## src/rtl/fifo_rd_ctrl_pkg.sv

```systemverilog
// Shared occupancy encodings and constants for the fifo_rd_ctrl read-side controller.
package fifo_rd_ctrl_pkg;

  typedef enum logic [1:0] {
    EMPTY = 2'd0,
    ONE   = 2'd1,
    FULL  = 2'd2
  } occ_state_t;

  localparam int unsigned CNT_W = 16;

  // Packet index width: ceil(log2(n)), never below one bit.
  function automatic int unsigned idx_width(input int unsigned n);
    return (n > 1) ? int'($clog2(n)) : 1;
  endfunction

endpackage

```

## src/rtl/fifo_rd_ctrl_if.sv

```systemverilog
// Buffer-side and stream-side signals of fifo_rd_ctrl; Count_out exists only with FIFO_RD_CTRL_CNT_EN.
interface fifo_rd_ctrl_if
  import fifo_rd_ctrl_pkg::*;
#(
  parameter int unsigned SIZE = 8
);
  logic            Empty;
  logic [SIZE-1:0] Data_in;
  logic            Rd_En;
  logic [SIZE-1:0] Data_out;
  logic            Valid_out;
  logic            Ready_in;
  logic            Last_out;
`ifdef FIFO_RD_CTRL_CNT_EN
  logic [CNT_W-1:0] Count_out;
`endif

  modport master (
    input  Empty, Data_in, Ready_in,
    output Rd_En, Data_out, Valid_out, Last_out
`ifdef FIFO_RD_CTRL_CNT_EN
    , output Count_out
`endif
  );

  modport slave (
    output Empty, Data_in, Ready_in,
    input  Rd_En, Data_out, Valid_out, Last_out
`ifdef FIFO_RD_CTRL_CNT_EN
    , input Count_out
`endif
  );

endinterface

```

## src/rtl/fifo_rd_ctrl_skid_buf2.sv

```systemverilog
// Two-entry shift buffer: entry 0 is the head, occupancy tracked as EMPTY/ONE/FULL.
module skid_buf2
  import fifo_rd_ctrl_pkg::*;
#(
  parameter int unsigned SIZE = 8
) (
  input  logic            clk,
  input  logic            rst_n,
  input  logic            push,
  input  logic            pop,
  input  logic [SIZE-1:0] din,
  output logic [SIZE-1:0] dout,
  output occ_state_t      occ
);

  logic [SIZE-1:0] mem0;
  logic [SIZE-1:0] mem1;

  // Simultaneous push+pop shifts and refills the tail in one step.
  always_ff @(posedge clk or negedge rst_n) begin
    if (!rst_n) begin
      occ  <= EMPTY;
      mem0 <= '0;
      mem1 <= '0;
    end else begin
      case (occ)
        EMPTY: begin
          if (push) begin
            mem0 <= din;
            occ  <= ONE;
          end
        end
        ONE: begin
          if (push && pop) begin
            mem0 <= din;
          end else if (push) begin
            mem1 <= din;
            occ  <= FULL;
          end else if (pop) begin
            occ  <= EMPTY;
          end
        end
        FULL: begin
          if (pop) begin
            mem0 <= mem1;
            if (push) mem1 <= din;
            else      occ  <= ONE;
          end
        end
        default: occ <= EMPTY;
      endcase
    end
  end

  assign dout = mem0;

endmodule

```

## src/rtl/fifo_rd_ctrl.sv

```systemverilog
// Read-side FIFO drain with credit-based issue, skid absorption and packet framing.
// Optional pop counter Count_out is built when FIFO_RD_CTRL_CNT_EN is defined.
module fifo_rd_ctrl
  import fifo_rd_ctrl_pkg::*;
#(
  parameter int unsigned SIZE    = 8,
  parameter int unsigned PKT_LEN = 4
) (
  input  logic           Rd_clk,
  input  logic           RST_n,
  fifo_rd_ctrl_if.master bus
);

  localparam int unsigned     PKT_W    = idx_width(PKT_LEN);
  localparam logic [PKT_W-1:0] PKT_LAST = PKT_W'(PKT_LEN - 1);

  occ_state_t       occ;
  logic             inflight;
  logic             armed;
  logic [PKT_W-1:0] pkt_idx;
  logic             valid_c;
  logic             pop_c;
  logic             rd_en_c;
  logic [2:0]       credit_c;

  assign valid_c  = (occ != EMPTY);
  assign pop_c    = valid_c & bus.Ready_in;
  assign credit_c = {1'b0, occ} + {2'b00, inflight} - {2'b00, pop_c};
  // armed keeps Rd_En low until the first clock edge after reset release.
  assign rd_en_c  = armed & ~bus.Empty & (credit_c < 3'd2);

  assign bus.Rd_En     = rd_en_c;
  assign bus.Valid_out = valid_c;
  assign bus.Last_out  = valid_c & (pkt_idx == PKT_LAST);

  skid_buf2 #(.SIZE(SIZE)) u_skid (
    .clk   (Rd_clk),
    .rst_n (RST_n),
    .push  (inflight),
    .pop   (pop_c),
    .din   (bus.Data_in),
    .dout  (bus.Data_out),
    .occ   (occ)
  );

  always_ff @(posedge Rd_clk or negedge RST_n) begin
    if (!RST_n) begin
      armed    <= 1'b0;
      inflight <= 1'b0;
      pkt_idx  <= '0;
    end else begin
      armed    <= 1'b1;
      inflight <= rd_en_c;
      if (pop_c) begin
        pkt_idx <= (pkt_idx == PKT_LAST) ? '0 : pkt_idx + PKT_W'(1);
      end
    end
  end

`ifdef FIFO_RD_CTRL_CNT_EN
  logic [CNT_W-1:0] count;

  always_ff @(posedge Rd_clk or negedge RST_n) begin
    if (!RST_n)     count <= '0;
    else if (pop_c) count <= count + CNT_W'(1);
  end

  assign bus.Count_out = count;
`endif

endmodule

```

## src/flat_wrapper.sv

```systemverilog
// flat-port wrapper written by rule: the top's interface ports become plain ports
module fifo_rd_ctrl_flat import fifo_rd_ctrl_pkg::*;
#(
  parameter int unsigned SIZE    = 8,
  parameter int unsigned PKT_LEN = 4
)
  (Rd_clk, RST_n, bus_Empty, bus_Data_in, bus_Ready_in, bus_Rd_En, bus_Data_out, bus_Valid_out, bus_Last_out);
  fifo_rd_ctrl_if #(.SIZE(SIZE)) bus_i ();
  input  logic Rd_clk;
  input  logic RST_n;
  input wire logic [$bits(bus_i.Empty)-1:0] bus_Empty;
  input wire logic [$bits(bus_i.Data_in)-1:0] bus_Data_in;
  input wire logic [$bits(bus_i.Ready_in)-1:0] bus_Ready_in;
  output wire logic [$bits(bus_i.Rd_En)-1:0] bus_Rd_En;
  output wire logic [$bits(bus_i.Data_out)-1:0] bus_Data_out;
  output wire logic [$bits(bus_i.Valid_out)-1:0] bus_Valid_out;
  output wire logic [$bits(bus_i.Last_out)-1:0] bus_Last_out;
  assign bus_i.Empty = bus_Empty;
  assign bus_i.Data_in = bus_Data_in;
  assign bus_i.Ready_in = bus_Ready_in;
  assign bus_Rd_En = bus_i.Rd_En;
  assign bus_Data_out = bus_i.Data_out;
  assign bus_Valid_out = bus_i.Valid_out;
  assign bus_Last_out = bus_i.Last_out;
  fifo_rd_ctrl #(.SIZE(SIZE), .PKT_LEN(PKT_LEN)) u_core (.Rd_clk(Rd_clk), .RST_n(RST_n), .bus(bus_i));
endmodule
```

## config.mk

```make
export PLATFORM = sky130hd
export DESIGN_NAME = fifo_rd_ctrl_flat
export DESIGN_NICKNAME = d
export VERILOG_FILES = /design/src/rtl/fifo_rd_ctrl_pkg.sv /design/src/rtl/fifo_rd_ctrl_if.sv /design/src/rtl/fifo_rd_ctrl_skid_buf2.sv /design/src/rtl/fifo_rd_ctrl.sv /design/src/flat_wrapper.sv
export SDC_FILE = /design/constraint.sdc
export NUM_CORES = 1
export LEC_CHECK = 0
export CAP_MARGIN = 20
export CORE_AREA = 8 8 47 64
export CTS_BUF_LIST = sky130_fd_sc_hd__clkbuf_4 sky130_fd_sc_hd__clkbuf_8 sky130_fd_sc_hd__clkbuf_16
export DETAILED_ROUTE_END_ITERATION = 8
export DIE_AREA = 0 0 55 72
export DONT_BUFFER_PORTS = 1
export HOLD_SLACK_MARGIN = 0.05
export PLACE_DENSITY = 0.72
export SYNTH_ARGS = -nofsm -noshare
export SYNTH_HDL_FRONTEND = slang
export SYNTH_SLANG_ARGS = --single-unit
```

## constraint.sdc

```tcl
create_clock -name Rd_clk -period 2.76 [get_ports Rd_clk]
set_input_delay 0.552 -clock Rd_clk [delete_from_list [all_inputs] [get_ports Rd_clk]]
set_output_delay 0.552 -clock Rd_clk [all_outputs]
set_load 0.01 [all_outputs]
```

### After elaboration in Yosys (flattened, before gate mapping)

Index checks and enable logic that the tools add are counted.

* register bits after elaboration: 22

* add/subtract/negate cells: 3
* $lt $le $gt $ge: 1
* equality and inequality tests: 9
* multiplexer cells: 16
* bitwise logic cells: 5
* reduce and logical (&&, ||, !) cells: 8

Operator list (number)
* $mux 8: 6
* $pmux 8 s3: 1
* $pmux 8 s2: 1
* $mux 2: 7
* $ne 2x2->1 const B: 3
* $pmux 2 s3: 1
* $reduce_and 5->1: 1
* $and 1x1->1: 4
* $eq 2x2->1 const B: 2
* $ne 2x1->1 const B: 2
* $reduce_and 4->1: 1
* $reduce_bool 2->1: 2
* $add 2x1->3: 1
* $lt 3x2->1 const B: 1
* $ne 3x1->1 const B: 1
* $reduce_and 3->1: 1
* $reduce_bool 3->1: 1
* $sub 3x1->3: 1
* $add 2x1->2 const B: 1
* $eq 2x1->1 const B: 1
* $logic_not 2->1: 1
* $logic_and 1x1->1: 1
* $not 1->1: 1

### Logic depth before layout (Yosys ltp)

* depth after elaboration: 6
* mapped depth: 7
* mapped depth without buffers: 5

### Modules after synthesis

A second synthesis with hierarchy kept.

* cells, all modules: 77
* area, all modules: 1137.3 um^2

Modules (own cells, without submodules)
* skid_buf2: instances 1, cells each 57, area an instance 909.6 um^2
* fifo_rd_ctrl: instances 1, cells each 20, area an instance 227.7 um^2

### Least setup slack after synthesis

No wires, ideal clock.

* path type: reg-to-output
* from: register u_core.u_skid.occ[1]
* to: output bus_Rd_En
* arrival: 1.911 ns
* path slack: 0.297 ns
* cell stages (with the launch flop): 7
* cell sequence: dfrtp_1 > buf_2 > o21ai_0 > nor2_1 > fa_1 > xor2_1 > nor3_1

* cells in the longest elaborated chain, start to end: 5
* elaborated cells on any way between the ends: 6
* those cells by class: add/sub: 2; order compare: 1; bitwise: 2; reduce/logical: 1

Ends and longest elaborated chain
* from (decl): RTL line fifo_rd_ctrl_skid_buf2.sv:13 `output occ_state_t occ`
* from (signal assigned): RTL line fifo_rd_ctrl_skid_buf2.sv:22 `occ <= EMPTY;`
* from (signal assigned): RTL line fifo_rd_ctrl_skid_buf2.sv:30 `occ <= ONE;`
* from (signal assigned): RTL line fifo_rd_ctrl_skid_buf2.sv:38 `occ <= FULL;`
* parallel branches: the longest is 2 deep, another holds $add 2x1->3
* $sub 3x1->3 (*): RTL line fifo_rd_ctrl.sv:28 `assign credit_c = {1'b0, occ} + {2'b00, inflight} - {2'b00, pop_c};`
* $lt 3x2->1 (*): RTL line fifo_rd_ctrl.sv:30 `assign rd_en_c = armed & ~bus.Empty & (credit_c < 3'd2);`
* $and 1x1->1 (*): RTL line fifo_rd_ctrl.sv:30
* to (decl): RTL line flat_wrapper.sv:14 `output wire logic [$bits(bus_i.Rd_En)-1:0] bus_Rd_En;`

Every way passes the cells marked *.

### Worst setup path in the final report

Ends and elaborated chain as after synthesis.

==> qor_table.md <==
| Parameter | Value | Unit |
|---|---|---|
| Run status | complete, no violations | - |
| First-pass GRT wire length | 4.30 | mm |
| Synth Area in Adders | 2.78 | % |
| Dpl cells | 128 | - |
| Number of antenna violations at the first check in global routing | 0 | - |
| Largest family of logic cells by synthesized area | simple AND/OR/NAND/NOR gates | - |
| Post-Place Worst Slack | 0.225 | ns |
| Maximum count of clock buffers along a single path | 2 | - |
| Number of endpoints with negative hold slack in the final report | 0 | - |
| Hold path depth | 1 | - |
| Final setup slack of the worst path | 0.177 | ns |
| Count of different cell masters after synthesis | 30 | - |
| Antenna Cells | 0 | - |
| Remaining number of nets flagged by the antenna check after routing | 0 | - |
| Clock slew seen by the registers of the worst setup and hold paths | 0.13 | ns |
| Final count of negative-setup-slack endpoints | 0 | - |
| Number of CTS-inserted buffers | 3 | - |
| Data arrival time of the worst path | 2.03 | ns |
| Critical path endpoint category | output port | - |
| Placeable core region | 2100 | µm² |
| Drt drc | 0 | - |
| Setup tns final | 0 | ns |
| Share of synthesized area spent on multiplexers | 8.66 | % |
| Layout cells sized above 1 | 20.5 | % |
| Share of the clock period used by the worst path after layout | 93.6 | % |
| Starting density of the core | 55.7 | % |
| Vias in the first global route | 890 | - |
| Period minus WS final | 2.58 | ns |
| Overall die area | 3960 | µm² |
| Tightest Pin Transition | 0.682 | ns |
| First-iteration detailed-routing DRC count | 47 | - |
| Clk_lat worst skew | 0.34 | ns |
| Number of cells on the worst reg-to-reg path | 5 | - |
| Category of the critical setup timing path | flop to output port | - |
| Max capacitance violation total | 0 | - |
| HPWL reported at the end of detailed placement | 1.73 | mm |
| Total length of routed wires | 2.54 | mm |
| Leading area contributor after synthesis | sky130_fd_sc_hd__dfrtp_1 | - |
| Ranking of synthesized cells by area | sky130_fd_sc_hd__dfrtp_1, sky130_fd_sc_hd__mux2_2, sky130_fd_sc_hd__o32ai_1 | - |
| Drt first pass iters | 4 | - |
| Worst voltage drop across the vdd grid | 0.491 | mV |
| Area added between synthesis and finish | 7.59 | % |
| Worst Setup Start Kind | flop | - |
| Biggest fanout along the worst timing path | 4 | - |
| Setup skew after layout | 0.0115 | ns |
| Area of the multi-input gates | 584 | µm² |
| Number of cells produced by synthesis | 111 | - |
| Die X | 55 | µm |
| Mean instance size in the synthesized netlist | 10.5 | µm² |
| Final weighted congestion in routability-driven placement | 0.700 | - |
| Ports | 23 | - |
| Ys Warns | 0 | - |
| Post-synthesis compound-gate area fraction | 16.1 | % |
| Count of flip-flops with a built-in enable after synthesis | 0 | - |
| Portion of synthesized cell area occupied by the leading cell type | 47.1 | % |
| Leak pwr | 0.521 | nW |
| H-tree Lvls | 1 | - |
| Syn Nets | 125 | - |
| Layout fillers | 176 | - |
| Slew Limit Fails | 0 | - |
| Final global-route overflow total | 0 | - |
| Combined area of all synthesized cells | 1170 | µm² |
| Fraction of synthesis flops using an asynchronous set or reset pin | 100 | % |
| Via count of the routed design | 844 | - |
| Count of nets after finishing | 127 | - |
| Total clock sinks | 22 | - |
| Primary flip-flop cell chosen by synthesis mapping | sky130_fd_sc_hd__dfrtp_1 | - |
| Power after layout | 0.00122 | W |
| PortBufs | 0 | - |
| Site Rows | 20 | - |
| Maximum number of pins on one net before global-route repair | 23 | - |
| Seq. cell area | 551 | µm² |
| CTS tree | built | - |
| Library cell used as clock root buffer | sky130_fd_sc_hd__clkbuf_4 | - |
| Height of the die | 72 | µm |
| Overall Global Routing Usage | 14.6 | % |
| Most frequent cells in the layout | sky130_fd_sc_hd__dfrtp_1, sky130_fd_sc_hd__nor2_1, sky130_fd_sc_hd__nand2b_1, sky130_fd_sc_hd__mux2_2 | - |
| Register area share after synthesis | 47.1 | % |
| Number of standard cells in the final layout excluding fillers | 134 | - |
| Simple-gate area share of the yosys netlist | 20.1 | % |
| Peak clock frequency supported by timing | 387 | MHz |
| Power per unit of standard cell area | 966 | nW/µm² |
| FF+latch count, synth | 22 | - |
| Post-Synth XOR/XNOR Area | 1.50 | % |
| RSZ-0062 raised after global routing | false | - |
| Worst-case headroom to the max-slew limit | 54.2 | % |
| Via density | 6.30 | - |
| Most common library cell in the layout ignoring fill and taps | sky130_fd_sc_hd__dfrtp_1 | - |
| Class of the tightest hold or removal check | input pin to flop | - |
| Average wire length per cell after detail routing | 19.0 | µm |
| Worst Path Required | 2.21 | ns |
==> critical path, cell delays in order, from the launching register on <==
cell	delay (ns)
sky130_fd_sc_hd__dfrtp_1	0.41
sky130_fd_sc_hd__o21ai_1	0.30
sky130_fd_sc_hd__nor2_1	0.11
sky130_fd_sc_hd__fa_1	0.44
sky130_fd_sc_hd__xor2_1	0.16
sky130_fd_sc_hd__nor3_2	0.27
==> final cells by class <==
cell class | instances | share of cell area, %
Timing Repair Buffer | 5 | 4.77
Multi-Input combinational cell | 81 | 46.4
Tap cell | 22 | 2.19
Clock buffer | 4 | 2.88
Sequential cell | 22 | 43.7
==> Yosys cell counts, types with 2 or more instances <==
master,number
sky130_fd_sc_hd__nor2_1,18
sky130_fd_sc_hd__nor3_1,2
sky130_fd_sc_hd__dfrtp_1,22
sky130_fd_sc_hd__buf_2,4
sky130_fd_sc_hd__nor2b_1,2
sky130_fd_sc_hd__a211oi_1,8
sky130_fd_sc_hd__nand2b_1,9
sky130_fd_sc_hd__o32ai_1,8
sky130_fd_sc_hd__nor3b_1,2
sky130_fd_sc_hd__xor2_1,2
sky130_fd_sc_hd__nand2_1,4
sky130_fd_sc_hd__mux2_2,9
sky130_fd_sc_hd__o21ai_0,4
==> flip-flops by register name (all words and copies together), names as in the netlist <==
register / count
u_core.u_skid.occ: 2
u_core.pkt_idx: 2
u_core.u_skid.dout: 8
u_core.inflight: 1
u_core.armed: 1
u_core.u_skid.mem1: 8
==> metrics by stage <==
step           utilization (%)  cell area [µm²]  hold slack [ns]
5_1_grt                   59.9             1260            0.279
3_5_place_dp              56.1             1180            0.257
2_1_floorplan                -             1170            0.256
4_1_cts                   58.3             1230            0.310
3_3_place_gp              56.1             1180            0.257
6_report                  59.9             1260            0.280
==> what timing repair did <==
item,in CTS,in global routing
gates cloned,0,0
setup buffers,0,0
setup endpoints to repair,1,1
hold endpoints to repair,22,0
resized for setup,1,1
pin swaps,0,0
hold buffers,1,0
==> kinds of logic after synthesis <==
family / Yosys count
muxes: 9
buffers and inverters: 8
xor gates and xnor gates: 2
DFF: 22
adders and majority gates: 2
other: 1
AOI/OAI and AO/OA: 24
and+or+nand+nor: 43
==> routing by layer <==
layer	vias to the layer above	global-route usage (%)	wire length [µm]
met5	-	0	0
met1	416	18.1	1050
met4	0	8.04	65
met3	5	2.66	164
met2	27	22.5	1260
li1	396	-	-
==> final timing paths <==
path | slack [ns] | from | end
max | 0.18 | u_core.u_skid.occ[1] | bus_Rd_En
min | 0.28 | bus_Empty | u_core.inflight
max reg2reg | 0.97 | u_core.u_skid.occ[1] | u_core.inflight
min reg2reg | 0.53 | u_core.u_skid.mem1[0] | u_core.u_skid.mem1[0]
max in group asynchronous | 1.76 | RST_n | u_core.u_skid.mem1[5]
min in group asynchronous | 0.57 | RST_n | u_core.u_skid.dout[2]
==> report_power, final <==
part	switching [W]	internal, W
Clock	0.000111	0.0000811
Combinational	0.000228	0.000205
Sequential	0.000123	0.000467
No activity file was read; power rests on OpenSTA's default activity.
